$ cat src/rtl/weight_stream_sequencer_pkg.sv
// Shared constants and types for the weight stream sequencer: stream width, target IDs,
// FSM state encoding.
package weight_stream_sequencer_pkg;

    localparam int unsigned AXIS_DATA_WIDTH = 64;
    localparam int unsigned NUM_TARGETS     = 5;

    localparam logic [3:0] L1_CORE0 = 4'd0;
    localparam logic [3:0] L1_CORE1 = 4'd1;
    localparam logic [3:0] L1_CORE2 = 4'd2;
    localparam logic [3:0] L1_CORE3 = 4'd3;
    localparam logic [3:0] L2       = 4'd4;

    typedef enum logic [2:0] {
        StIdle,
        StSelect,
        StAddrRst,
        StStream,
        StDone
    } state_e;

    function automatic logic [NUM_TARGETS-1:0] target_onehot(input logic [3:0] id);
        return NUM_TARGETS'(1) << id;
    endfunction

endpackage

$ cat src/rtl/weight_stream_sequencer_if.sv
// AXI-Stream weight channel between the sequencer (master) and the conv top level (slave).
interface weight_stream_sequencer_if;
    import weight_stream_sequencer_pkg::*;

    logic                       tvalid;
    logic                       tready;
    logic [AXIS_DATA_WIDTH-1:0] tdata;
    logic                       tlast;

    modport master (output tvalid, output tdata, output tlast, input tready);
    modport slave  (input tvalid, input tdata, input tlast, output tready);

endinterface

$ cat src/rtl/weight_stream_sequencer_axis_prefetch_fifo2.sv
// Two-entry prefetch FIFO; the head entry is a register that drives the stream output directly.
module axis_prefetch_fifo2 #(
    parameter int unsigned Width = 65
) (
    input  logic             clk,
    input  logic             rst_n,
    input  logic             in_valid,
    input  logic [Width-1:0] in_data,
    output logic             out_valid,
    input  logic             out_ready,
    output logic [Width-1:0] out_data,
    output logic [1:0]       count
);

    logic [Width-1:0] head_q, head_d;
    logic [Width-1:0] tail_q, tail_d;
    logic [1:0]       count_q, count_d;
    logic [1:0]       slot;
    logic             pop;
    logic             push;

    assign pop  = (count_q != 2'd0) && out_ready;
    assign push = in_valid && ((count_q != 2'd2) || pop);
    // Slot the incoming word lands in once this cycle's pop has shifted the tail forward.
    assign slot = count_q - {1'b0, pop};

    always_comb begin
        head_d  = head_q;
        tail_d  = tail_q;
        count_d = count_q + {1'b0, push} - {1'b0, pop};
        if (pop) begin
            head_d = tail_q;
        end
        if (push) begin
            if (slot == 2'd0) begin
                head_d = in_data;
            end else begin
                tail_d = in_data;
            end
        end
    end

    always_ff @(posedge clk or negedge rst_n) begin
        if (!rst_n) begin
            head_q  <= '0;
            tail_q  <= '0;
            count_q <= 2'd0;
        end else begin
            head_q  <= head_d;
            tail_q  <= tail_d;
            count_q <= count_d;
        end
    end

    assign out_valid = (count_q != 2'd0);
    assign out_data  = head_q;
    assign count     = count_q;

endmodule

$ cat src/rtl/weight_stream_sequencer.sv
// Walks a target mask in ascending order; for each target pulses the BRAM address reset and
// streams that target's words from source memory through a 2-entry prefetch FIFO.
module weight_stream_sequencer
    import weight_stream_sequencer_pkg::*;
#(
    parameter int unsigned WORDS_PER_TARGET = 72,
    parameter int unsigned SRC_ADDR_WIDTH   = 12
) (
    input  logic                       clk,
    input  logic                       rst_n,
    input  logic                       i_start,
    input  logic [NUM_TARGETS-1:0]     i_target_mask,
    input  logic [SRC_ADDR_WIDTH-1:0]  i_src_base,
    output logic                       o_mem_rd_en,
    output logic [SRC_ADDR_WIDTH-1:0]  o_mem_rd_addr,
    input  logic [AXIS_DATA_WIDTH-1:0] i_mem_rd_data,
    weight_stream_sequencer_if.master  m_axis_w,
    output logic                       o_load_weights,
    output logic [3:0]                 o_target_layer,
    output logic                       o_busy,
    output logic                       o_done
);

    localparam int unsigned WordCntWidth = $clog2(WORDS_PER_TARGET + 1);
    localparam logic [WordCntWidth-1:0] NumWords = WordCntWidth'(WORDS_PER_TARGET);
    localparam logic [WordCntWidth-1:0] LastWord = WordCntWidth'(WORDS_PER_TARGET - 1);

    state_e                    state_q, state_d;
    logic [NUM_TARGETS-1:0]    mask_q, mask_d;
    logic [SRC_ADDR_WIDTH-1:0] base_q, base_d;
    logic [3:0]                tgt_q, tgt_d;
    logic [WordCntWidth-1:0]   issued_q, issued_d;
    logic                      inflight_q;
    logic                      inflight_last_q;

    logic                      fifo_valid;
    logic [AXIS_DATA_WIDTH:0]  fifo_data;
    logic [1:0]                fifo_count;
    logic                      pop;
    logic [2:0]                occupancy;
    logic                      rd_en;
    logic                      found;
    logic [3:0]                next_tgt;

    // Lowest selected target wins.
    always_comb begin
        found    = 1'b1;
        next_tgt = L1_CORE0;
        if (|(mask_q & target_onehot(L1_CORE0))) begin
            next_tgt = L1_CORE0;
        end else if (|(mask_q & target_onehot(L1_CORE1))) begin
            next_tgt = L1_CORE1;
        end else if (|(mask_q & target_onehot(L1_CORE2))) begin
            next_tgt = L1_CORE2;
        end else if (|(mask_q & target_onehot(L1_CORE3))) begin
            next_tgt = L1_CORE3;
        end else if (|(mask_q & target_onehot(L2))) begin
            next_tgt = L2;
        end else begin
            found = 1'b0;
        end
    end

    assign pop = fifo_valid && m_axis_w.tready;
    // Credit counts the slot freed by this cycle's pop so a ready sink sees one word per cycle.
    assign occupancy = 3'(fifo_count) + 3'(inflight_q) - 3'(pop);
    assign rd_en = (state_q == StStream) && (occupancy < 3'd2) && (issued_q < NumWords);

    always_comb begin
        state_d  = state_q;
        mask_d   = mask_q;
        base_d   = base_q;
        tgt_d    = tgt_q;
        issued_d = issued_q;
        if (rd_en) begin
            issued_d = issued_q + 1'b1;
        end
        unique case (state_q)
            StIdle: begin
                if (i_start) begin
                    mask_d  = i_target_mask;
                    base_d  = i_src_base;
                    state_d = StSelect;
                end
            end
            StSelect: begin
                if (found) begin
                    tgt_d   = next_tgt;
                    mask_d  = mask_q & ~target_onehot(next_tgt);
                    state_d = StAddrRst;
                end else begin
                    state_d = StDone;
                end
            end
            StAddrRst: begin
                issued_d = '0;
                state_d  = StStream;
            end
            StStream: begin
                if (pop && fifo_data[AXIS_DATA_WIDTH]) begin
                    state_d = StSelect;
                end
            end
            StDone:  state_d = StIdle;
            default: state_d = StIdle;
        endcase
    end

    always_ff @(posedge clk or negedge rst_n) begin
        if (!rst_n) begin
            state_q         <= StIdle;
            mask_q          <= '0;
            base_q          <= '0;
            tgt_q           <= '0;
            issued_q        <= '0;
            inflight_q      <= 1'b0;
            inflight_last_q <= 1'b0;
        end else begin
            state_q         <= state_d;
            mask_q          <= mask_d;
            base_q          <= base_d;
            tgt_q           <= tgt_d;
            issued_q        <= issued_d;
            inflight_q      <= rd_en;
            inflight_last_q <= rd_en && (issued_q == LastWord);
        end
    end

    axis_prefetch_fifo2 #(
        .Width (AXIS_DATA_WIDTH + 1)
    ) u_fifo (
        .clk       (clk),
        .rst_n     (rst_n),
        .in_valid  (inflight_q),
        .in_data   ({inflight_last_q, i_mem_rd_data}),
        .out_valid (fifo_valid),
        .out_ready (m_axis_w.tready),
        .out_data  (fifo_data),
        .count     (fifo_count)
    );

    assign o_mem_rd_en   = rd_en;
    assign o_mem_rd_addr = base_q + SRC_ADDR_WIDTH'(32'(tgt_q) * WORDS_PER_TARGET)
                         + SRC_ADDR_WIDTH'(issued_q);

    assign m_axis_w.tvalid = fifo_valid;
    assign m_axis_w.tdata  = fifo_data[AXIS_DATA_WIDTH-1:0];
    assign m_axis_w.tlast  = fifo_valid && fifo_data[AXIS_DATA_WIDTH];

    assign o_load_weights = (state_q == StAddrRst);
    assign o_target_layer = tgt_q;
    assign o_busy         = (state_q != StIdle) && (state_q != StDone);
    assign o_done         = (state_q == StDone);

endmodule

$ cat src/flat_wrapper.sv
// flat-port wrapper written by rule: the top's interface ports become plain ports
module weight_stream_sequencer_flat import weight_stream_sequencer_pkg::*;
#(
    parameter int unsigned WORDS_PER_TARGET = 72,
    parameter int unsigned SRC_ADDR_WIDTH   = 12
)
  (clk, rst_n, i_start, i_target_mask, i_src_base, o_mem_rd_en, o_mem_rd_addr, i_mem_rd_data, o_load_weights, o_target_layer, o_busy, o_done, m_axis_w_tvalid, m_axis_w_tdata, m_axis_w_tlast, m_axis_w_tready);
  weight_stream_sequencer_if m_axis_w_i ();
  input  logic clk;
  input  logic rst_n;
  input  logic i_start;
  input  logic [NUM_TARGETS-1:0] i_target_mask;
  input  logic [SRC_ADDR_WIDTH-1:0] i_src_base;
  output logic o_mem_rd_en;
  output logic [SRC_ADDR_WIDTH-1:0] o_mem_rd_addr;
  input  logic [AXIS_DATA_WIDTH-1:0] i_mem_rd_data;
  output logic o_load_weights;
  output logic [3:0] o_target_layer;
  output logic o_busy;
  output logic o_done;
  output wire logic [$bits(m_axis_w_i.tvalid)-1:0] m_axis_w_tvalid;
  output wire logic [$bits(m_axis_w_i.tdata)-1:0] m_axis_w_tdata;
  output wire logic [$bits(m_axis_w_i.tlast)-1:0] m_axis_w_tlast;
  input wire logic [$bits(m_axis_w_i.tready)-1:0] m_axis_w_tready;
  assign m_axis_w_tvalid = m_axis_w_i.tvalid;
  assign m_axis_w_tdata = m_axis_w_i.tdata;
  assign m_axis_w_tlast = m_axis_w_i.tlast;
  assign m_axis_w_i.tready = m_axis_w_tready;
  weight_stream_sequencer #(.WORDS_PER_TARGET(WORDS_PER_TARGET), .SRC_ADDR_WIDTH(SRC_ADDR_WIDTH)) u_core (.clk(clk), .rst_n(rst_n), .i_start(i_start), .i_target_mask(i_target_mask), .i_src_base(i_src_base), .o_mem_rd_en(o_mem_rd_en), .o_mem_rd_addr(o_mem_rd_addr), .i_mem_rd_data(i_mem_rd_data), .m_axis_w(m_axis_w_i), .o_load_weights(o_load_weights), .o_target_layer(o_target_layer), .o_busy(o_busy), .o_done(o_done));
endmodule
$ cat config.mk
export PLATFORM = sky130hd
export DESIGN_NAME = weight_stream_sequencer_flat
export DESIGN_NICKNAME = d
export VERILOG_FILES = /design/src/rtl/weight_stream_sequencer_pkg.sv /design/src/rtl/weight_stream_sequencer_if.sv /design/src/rtl/weight_stream_sequencer_axis_prefetch_fifo2.sv /design/src/rtl/weight_stream_sequencer.sv /design/src/flat_wrapper.sv
export SDC_FILE = /design/constraint.sdc
export NUM_CORES = 1
export LEC_CHECK = 0
export ABC_AREA = 0
export BUFFER_PORTS_ARGS = -buffer_cell sky130_fd_sc_hd__buf_2
export CORE_MARGIN = 2
export CORE_UTILIZATION = 37
export DETAILED_ROUTE_END_ITERATION = 8
export MAX_ROUTING_LAYER = met4
export SLEW_MARGIN = 20
export SYNTH_ARGS = -nofsm -noshare
export SYNTH_HDL_FRONTEND = slang
export SYNTH_SLANG_ARGS = --single-unit
$ cat constraint.sdc
create_clock -name clk -period 5.1 [get_ports clk]
set_input_delay 1.53 -clock clk [delete_from_list [all_inputs] [get_ports clk]]
set_output_delay 1.53 -clock clk [all_outputs]
set_load 0.02 [all_outputs]
==> results.py, run 1 <==
metrics = {
    "run_status": {
        "status": "finished clean",
    },
    "sta": {
        "rsz0062_at_grt": "no",
        "finalCriticalPeriod_ns": 4.78,
        "finalClockSkew_ns": 0.00780,
        "worstMarginPinSlew_ns": 0.919,
        "whs_ns": 0.492,
        "relSlewSlack_pct": 38.5,
        "period_share_pct": 93.8,
        "fmax_mhz": 209,
        "drv_slew": 0,
        "hold_violations": 0,
        "final.setup.tns_ns": 0,
        "finalSetupViolCount": 0,
        "finalWorstSetupSlack_ns": 0.318,
    },
    "finish": {
        "fill_cells": 2087,
        "final_cell_area_um2": 9240,
        "final_cell_mix": "buf_2, dfrtp_1, nand2_1",
        "final_common_cell": "buf_2",
        "area_growth_pct": 14.2,
        "antennaDiodeCount": 0,
        "final_nets": 899,
        "drive_gt1_share_pct": 36.3,
    },
    "clock_network": {
        "htree_num_levels": 4,
        "path_clk_slew_ns": 0.07,
        "cts_sinks": 164,
        "cts_buffer_depth": 2,
        "cts_setup_buffers": 0,
        "clock_latency_ns": 0.42,
        "cts-resized-gates": 0,
        "numCtsBuffers": 17,
        "cts_root_buf": "clkbuf_16",
        "cts_tree": "done",
        "cts_hold_buffers": 0,
    },
    "drt": {
        "drc": 0,
        "wl_um": 16200,
        "antenna_left": 0,
        "wl_per_cell_um": 14.9,
        "vias": 5188,
        "drt_first_pass_iters": 4,
        "via_per_inst": 4.78,
        "dr.first_iter.drc_count": 247,
    },
    "floorplan": {
        "fp.dieH_um": 152,
        "core_um2": 21600,
        "ios": 171,
        "die_w_um": 152,
        "row_count": 54,
        "die_area_um2": 23100,
        "initial_core_util_pct": 37.4,
    },
    "placement": {
        "placed_cell_area_um2": 8660,
        "io_buffers": 169,
        "gp_congestion": 0.772,
        "post-place-ws_ns": 0.321,
        "dp_hpwl_um": 11000,
    },
    "synthesis": {
        "ys_seq_elements": 164,
        "ys.flop_type": "dfrtp_1",
        "yosys.area_share.simple_pct": 7.71,
        "synthAdderAreaFrac_pct": 3.96,
        "synth-edff-count": 0,
        "synth_top_family_by_area": "multiplexers",
        "syn_avg_cell_area_um2": 11.6,
        "synthCells": 695,
        "synth_compound_area_share_pct": 7.23,
        "synth_xor_area_share_pct": 2.06,
        "synth_cell_types": 50,
        "synth_mux_area_share_pct": 18.6,
        "synth-seq-area-share_pct": 50.7,
        "ys_warn_count": 0,
        "async_flop_share_pct": 100,
        "synth_area_um2": 8090,
        "synth_fp_nets": 802,
    },
    "power": {
        "max-vdd-ir-drop_uv": 203,
        "p_leak_nw": 4.49,
        "powerDensity_nw_per_um2": 611,
    },
    "worst_setup_path": {
        "cp_common_cell": "buf_2",
        "path_max_fanout": 6,
        "crit_arrival_ns": 3.25,
        "crit_chain": "buf_2 > xor2_1 > nand2_1 > fa_1 > nand4b_2 > nor3_2 > buf_2",
        "path_class": "input pin to output pin",
        "crit_required_ns": 3.57,
        "crit_start": "m_axis_w_tready",
        "reg2reg_from": "u_core.u_fifo.count[1]$_DFF_PN0_",
        "cp-start-kind": "input pin",
        "worstReg2RegEnd": "u_core.issued_q[5]$_DFFE_PN0P_",
        "worstSetupEndpointType": "output pin",
        "crit_slowest_cell": "fa_1",
        "r2r_cells": 8,
        "crit_end": "o_mem_rd_en",
        "cp.depth": 7,
        "r2r_slack_ns": 2.55,
        "crit_family": "simple AND/OR/NAND/NOR gates",
        "cp_slowest_stage_delay_ns": 0.51,
        "cp_num_buf_inv": 2,
    },
    "global_route": {
        "antenna_found_initial": 0,
        "grt_pass1_wl_um": 27500,
        "grt_overflow_total": 0,
        "track_usage_pct": 15.0,
        "grt_max_degree": 96,
        "grt_pass1_vias": 5342,
    },
    "flow_run": {
        "cap_violations": 0,
    },
    "hold_path": {
        "min-delay-path-class": "flop to flop",
        "min_from": "u_core.inflight_last_q$_DFF_PN0_",
    },
}
## worst register-to-register path: stages (launching register included)
cell,delay (ns)
dfrtp_1,0.51
or2_4,0.33
nand2_4,0.07
nor2_1,0.06
fa_1,0.54
nand4b_2,0.18
nor4_1,0.50
xnor2_1,0.18
nor2_1,0.05
## power by group
group	total (mW)	switching [mW]	leakage [nW]	internal [mW]
Sequential	2.19	0.313	1.99	1.87
Clock	1.25	0.596	0.286	0.654
Combinational	2.21	1.25	2.22	0.967
## kinds of logic after synthesis
group	Yosys count
flops	164
mux	141
simple gates	133
buf+inv	111
compound gates	104
fa+ha+maj	22
xor+xnor	19
other cells	1
## state kept, by name, summed over array words and instances (netlist names)
| register | cells |
|---|---|
| u_core.inflight_last_q | 1 |
| u_core.issued_q | 7 |
| u_core.u_fifo.count | 2 |
| u_core.mask_q | 5 |
| u_core.u_fifo.out_data | 65 |
| u_core.u_fifo.tail_q | 65 |
| u_core.inflight_q | 1 |
| u_core.o_target_layer | 3 |
| u_core.base_q | 12 |
| u_core.state_q | 3 |
## metrics by stage
| step | cells | util [%] | power (mW) |
|---|---|---|---|
| after floorplan | 695 | - | 4.19 |
| after global placement | 1053 | 40.1 | 4.40 |
| after detailed placement | 1053 | 40.1 | 4.47 |
| after CTS | 1085 | 42.7 | 5.75 |
| after global routing | 1085 | 42.7 | 6.07 |
| final | 1085 | 42.7 | 5.65 |
## area by class of cell
class / count / area (um^2) / area share [%]
clock buffers: 17 / 425 / 4.60
clock inverters: 15 / 153 / 1.65
inverters: 13 / 48.8 / 0.528
multi-input cells: 420 / 3230 / 35.0
flip-flops and latches: 164 / 4100 / 44.4
well taps: 280 / 350 / 3.79
repair buffers: 176 / 930 / 10.1
## cell usage after synthesis, types with 7 or more instances
cell type	n	area share, %
mux2_2	74	10
a21oi_1	9	0.56
buf_4	75	7.0
ha_1	16	2.5
inv_1	13	0.60
buf_6	10	1.4
dfrtp_1	164	51
nand2_1	77	3.6
xnor2_1	13	1.4
o21ai_1	33	2.0
nor3_1	7	0.43
mux2i_1	66	8.2
o21ai_0	44	2.7
nor2_1	17	0.79
## metal layers
layer | GRT usage (%) | share of wire, % | vias to the layer above
li1 | - | - | 2539
met1 | 19.7 | 47 | 2496
met2 | 23.3 | 46 | 139
met3 | 4.19 | 5.2 | 14
met4 | 3.47 | 1.0 | 0
met5 | - | 0 | -
## how the worst min path moves through the flow
stage                                           endpoint  slack (ns)  depth (start not counted)
floorplan           u_core.u_fifo.out_data[64]$_DFF_PN0_        0.45                          2
global placement    u_core.u_fifo.out_data[64]$_DFF_PN0_        0.47                          2
detailed placement  u_core.u_fifo.out_data[64]$_DFF_PN0_        0.48                          2
CTS                 u_core.u_fifo.out_data[64]$_DFF_PN0_        0.49                          2
global route        u_core.u_fifo.out_data[64]$_DFF_PN0_        0.50                          2
finish              u_core.u_fifo.out_data[64]$_DFF_PN0_        0.49                          2
No activity file was read; power rests on OpenSTA's default activity.
==> run 2, diff against run 1 <==
--- a/config.mk
+++ b/config.mk
@@ -6,10 +6,10 @@
 export NUM_CORES = 1
 export LEC_CHECK = 0
 export ABC_AREA = 0
-export BUFFER_PORTS_ARGS = -buffer_cell sky130_fd_sc_hd__buf_2
 export CORE_MARGIN = 2
 export CORE_UTILIZATION = 37
 export DETAILED_ROUTE_END_ITERATION = 8
+export DONT_BUFFER_PORTS = 1
 export MAX_ROUTING_LAYER = met4
 export SLEW_MARGIN = 20
 export SYNTH_ARGS = -nofsm -noshare
==> constraint.sdc (replaced) <==
create_clock -name clk -period 5.1 [get_ports clk]
set_input_delay 0.51 -clock clk [delete_from_list [all_inputs] [get_ports clk]]
set_output_delay 0.51 -clock clk [all_outputs]
set_load 0.02 [all_outputs]
==> run 2 against run 1 <==
Final cell count shrank 16%. Sequential power increased by 18%. First-iteration DRC count shrank 15%. Fmax up 29%. Sequential share of layout area grew 4.3 points. Power shrank 3.0%. Largest cell class unchanged.
==> results.py, run 2 (synthesized netlist as in run 1, its figures left out) <==
metrics = {
    "floorplan": {
        "initial_core_util_pct": 37.4,
        "die_area_um2": 23100,
        "die_w_um": 152,
        "ios": 171,
        "row_count": 54,
        "fp.dieH_um": 152,
        "core_um2": 21600,
    },
    "finish": {
        "final_util_pct": 39.0,
        "fill_cells": 2058,
        "final_nets": 729,
        "final_common_cell": "dfrtp_1",
        "drive_gt1_share_pct": 19.2,
        "multi_input_area_um2": 3230,
        "area_growth_pct": 4.05,
        "final_cell_mix": "dfrtp_1, nand2_1, mux2_2",
        "seqCellArea_um2": 4100,
    },
    "clock_network": {
        "clock_latency_ns": 0.42,
        "cts_root_buf": "clkbuf_16",
        "cts_buffer_depth": 2,
        "cts_tree": "done",
        "htree_num_levels": 4,
        "cts_hold_buffers": 1,
        "cts_sinks": 164,
        "path_clk_slew_ns": 0.07,
        "cts_setup_buffers": 0,
        "numCtsBuffers": 17,
        "cts-resized-gates": 0,
    },
    "worst_setup_path": {
        "reg2reg_from": "u_core.u_fifo.count[1]$_DFF_PN0_",
        "worstSetupEndpointType": "output pin",
        "cp_common_cell": "inv_1",
        "worstReg2RegEnd": "u_core.issued_q[1]$_DFFE_PN0P_",
        "crit_arrival_ns": 3.20,
        "cp_slowest_stage_delay_ns": 0.55,
        "path_class": "flop to output pin",
        "crit_chain": "inv_1 > fa_1 > inv_1 > ha_1 > a21o_1 > a2111oi_2 > a21oi_1 > xor2_1",
        "cp_num_buf_inv": 2,
        "r2r_cells": 8,
        "cp-start-kind": "flop",
        "crit_slowest_cell": "dfrtp_1",
        "path_max_fanout": 4,
        "crit_start": "u_core.o_target_layer[0]$_DFFE_PN0P_",
        "crit_family": "adder cells",
        "r2r_slack_ns": 1.91,
        "crit_required_ns": 4.59,
    },
    "global_route": {
        "grt_pass1_wl_um": 27000,
        "grt_overflow_total": 0,
        "grt_max_degree": 165,
        "met1_usage_pct": 17.4,
        "track_usage_pct": 15.0,
        "met3_usage_pct": 5.42,
        "antenna_found_initial": 0,
        "busiest_layer": "met2",
        "grt_use_met2_pct": 24.5,
        "grt_pass1_vias": 5013,
    },
    "drt": {
        "drc": 0,
        "antenna_left": 0,
        "wl_um": 16300,
        "drt_first_pass_iters": 4,
        "vias": 4639,
        "via_per_inst": 5.06,
        "dr.first_iter.drc_count": 210,
        "wl_per_cell_um": 17.8,
    },
    "placement": {
        "post-place-ws_ns": 1.82,
        "dp_hpwl_um": 11000,
        "io_buffers": 0,
        "gp_congestion": 0.761,
    },
    "power": {
        "pwr-share-comb_pct": 28.3,
        "finalPower_mw": 5.48,
        "max-vdd-ir-drop_uv": 223,
        "power.share.switching_pct": 38.1,
        "powerDensity_nw_per_um2": 651,
        "p_leak_nw": 3.80,
        "sequentialPowerShare_pct": 47.2,
        "intPower_mw": 3.40,
        "power_switching_mw": 2.09,
        "clkPwrFrac_pct": 24.5,
    },
    "sta": {
        "period_share_pct": 72.8,
        "worstMarginPinSlew_ns": 0.898,
        "drv_slew": 0,
        "finalSetupViolCount": 0,
        "finalCriticalPeriod_ns": 3.71,
        "whs_ns": 0.0519,
        "hold_violations": 0,
        "relSlewSlack_pct": 40.1,
        "rsz0062_at_grt": "no",
        "final.setup.tns_ns": 0,
        "fmax_mhz": 269,
        "finalClockSkew_ns": 0.00825,
        "finalWorstSetupSlack_ns": 1.39,
    },
    "hold_path": {
        "min-delay-path-class": "input pin to asynchronous set/reset pin",
    },
    "run_status": {
        "status": "finished clean",
    },
    "flow_run": {
        "cap_violations": 0,
    },
}
==> run 2: changes by cell type in the layout (fill, tap and decap cells not counted) <==
cell,delta
buf_6,-1
clkinv_8,-2
buf_16,+1
inv_8,-2
buf_2,-168
bufinv_16,+3
diode_2,+1
inv_6,-1
clkinvlp_4,+2
buf_12,-2
==> run 2: through the flow <==
stage / std cells / cell area [um^2]
after CTS: 915 / 8420
after global routing: 915 / 8420
after floorplan: 695 / 8090
after detailed placement: 882 / 7770
after global placement: 882 / 7770
final: 916 / 8420
==> run 2: cell type report <==
class	count	area share, %
flip-flops and latches	164	48.7
multi-input cells	420	38.4
clock inverters	15	2.30
repair buffers	6	0.773
clock buffers	17	5.05
well taps	280	4.16
inverters	13	0.579
diodes	1	0.0297
==> run 2: metal layers <==
layer	routed length, um	part of all wire (%)
met1	6620	41
met2	8150	50
met3	1290	7.9
met4	197	1.2
met5	0	0
==> run 2: how the worst max path moves through the flow <==
stage	to	slack, ns	cells after the start
2_1_floorplan	o_mem_rd_addr[9]	2.05	8
3_3_place_gp	o_mem_rd_addr[9]	1.88	8
3_5_place_dp	o_mem_rd_addr[9]	1.82	8
4_1_cts	o_mem_rd_addr[9]	1.35	8
5_1_grt	o_mem_rd_addr[9]	1.23	8
6_report	o_mem_rd_addr[9]	1.39	8
==> run 2: power by group through the flow <==
stage / combinational, mW / sequential (mW) / clock [mW]
2_1_floorplan: 2.07 / 2.12 / 0
3_3_place_gp: 1.47 / 2.58 / 0
3_5_place_dp: 1.55 / 2.62 / 0
4_1_cts: 1.59 / 2.60 / 1.39
5_1_grt: 1.75 / 2.66 / 1.46
6_report: 1.55 / 2.59 / 1.34
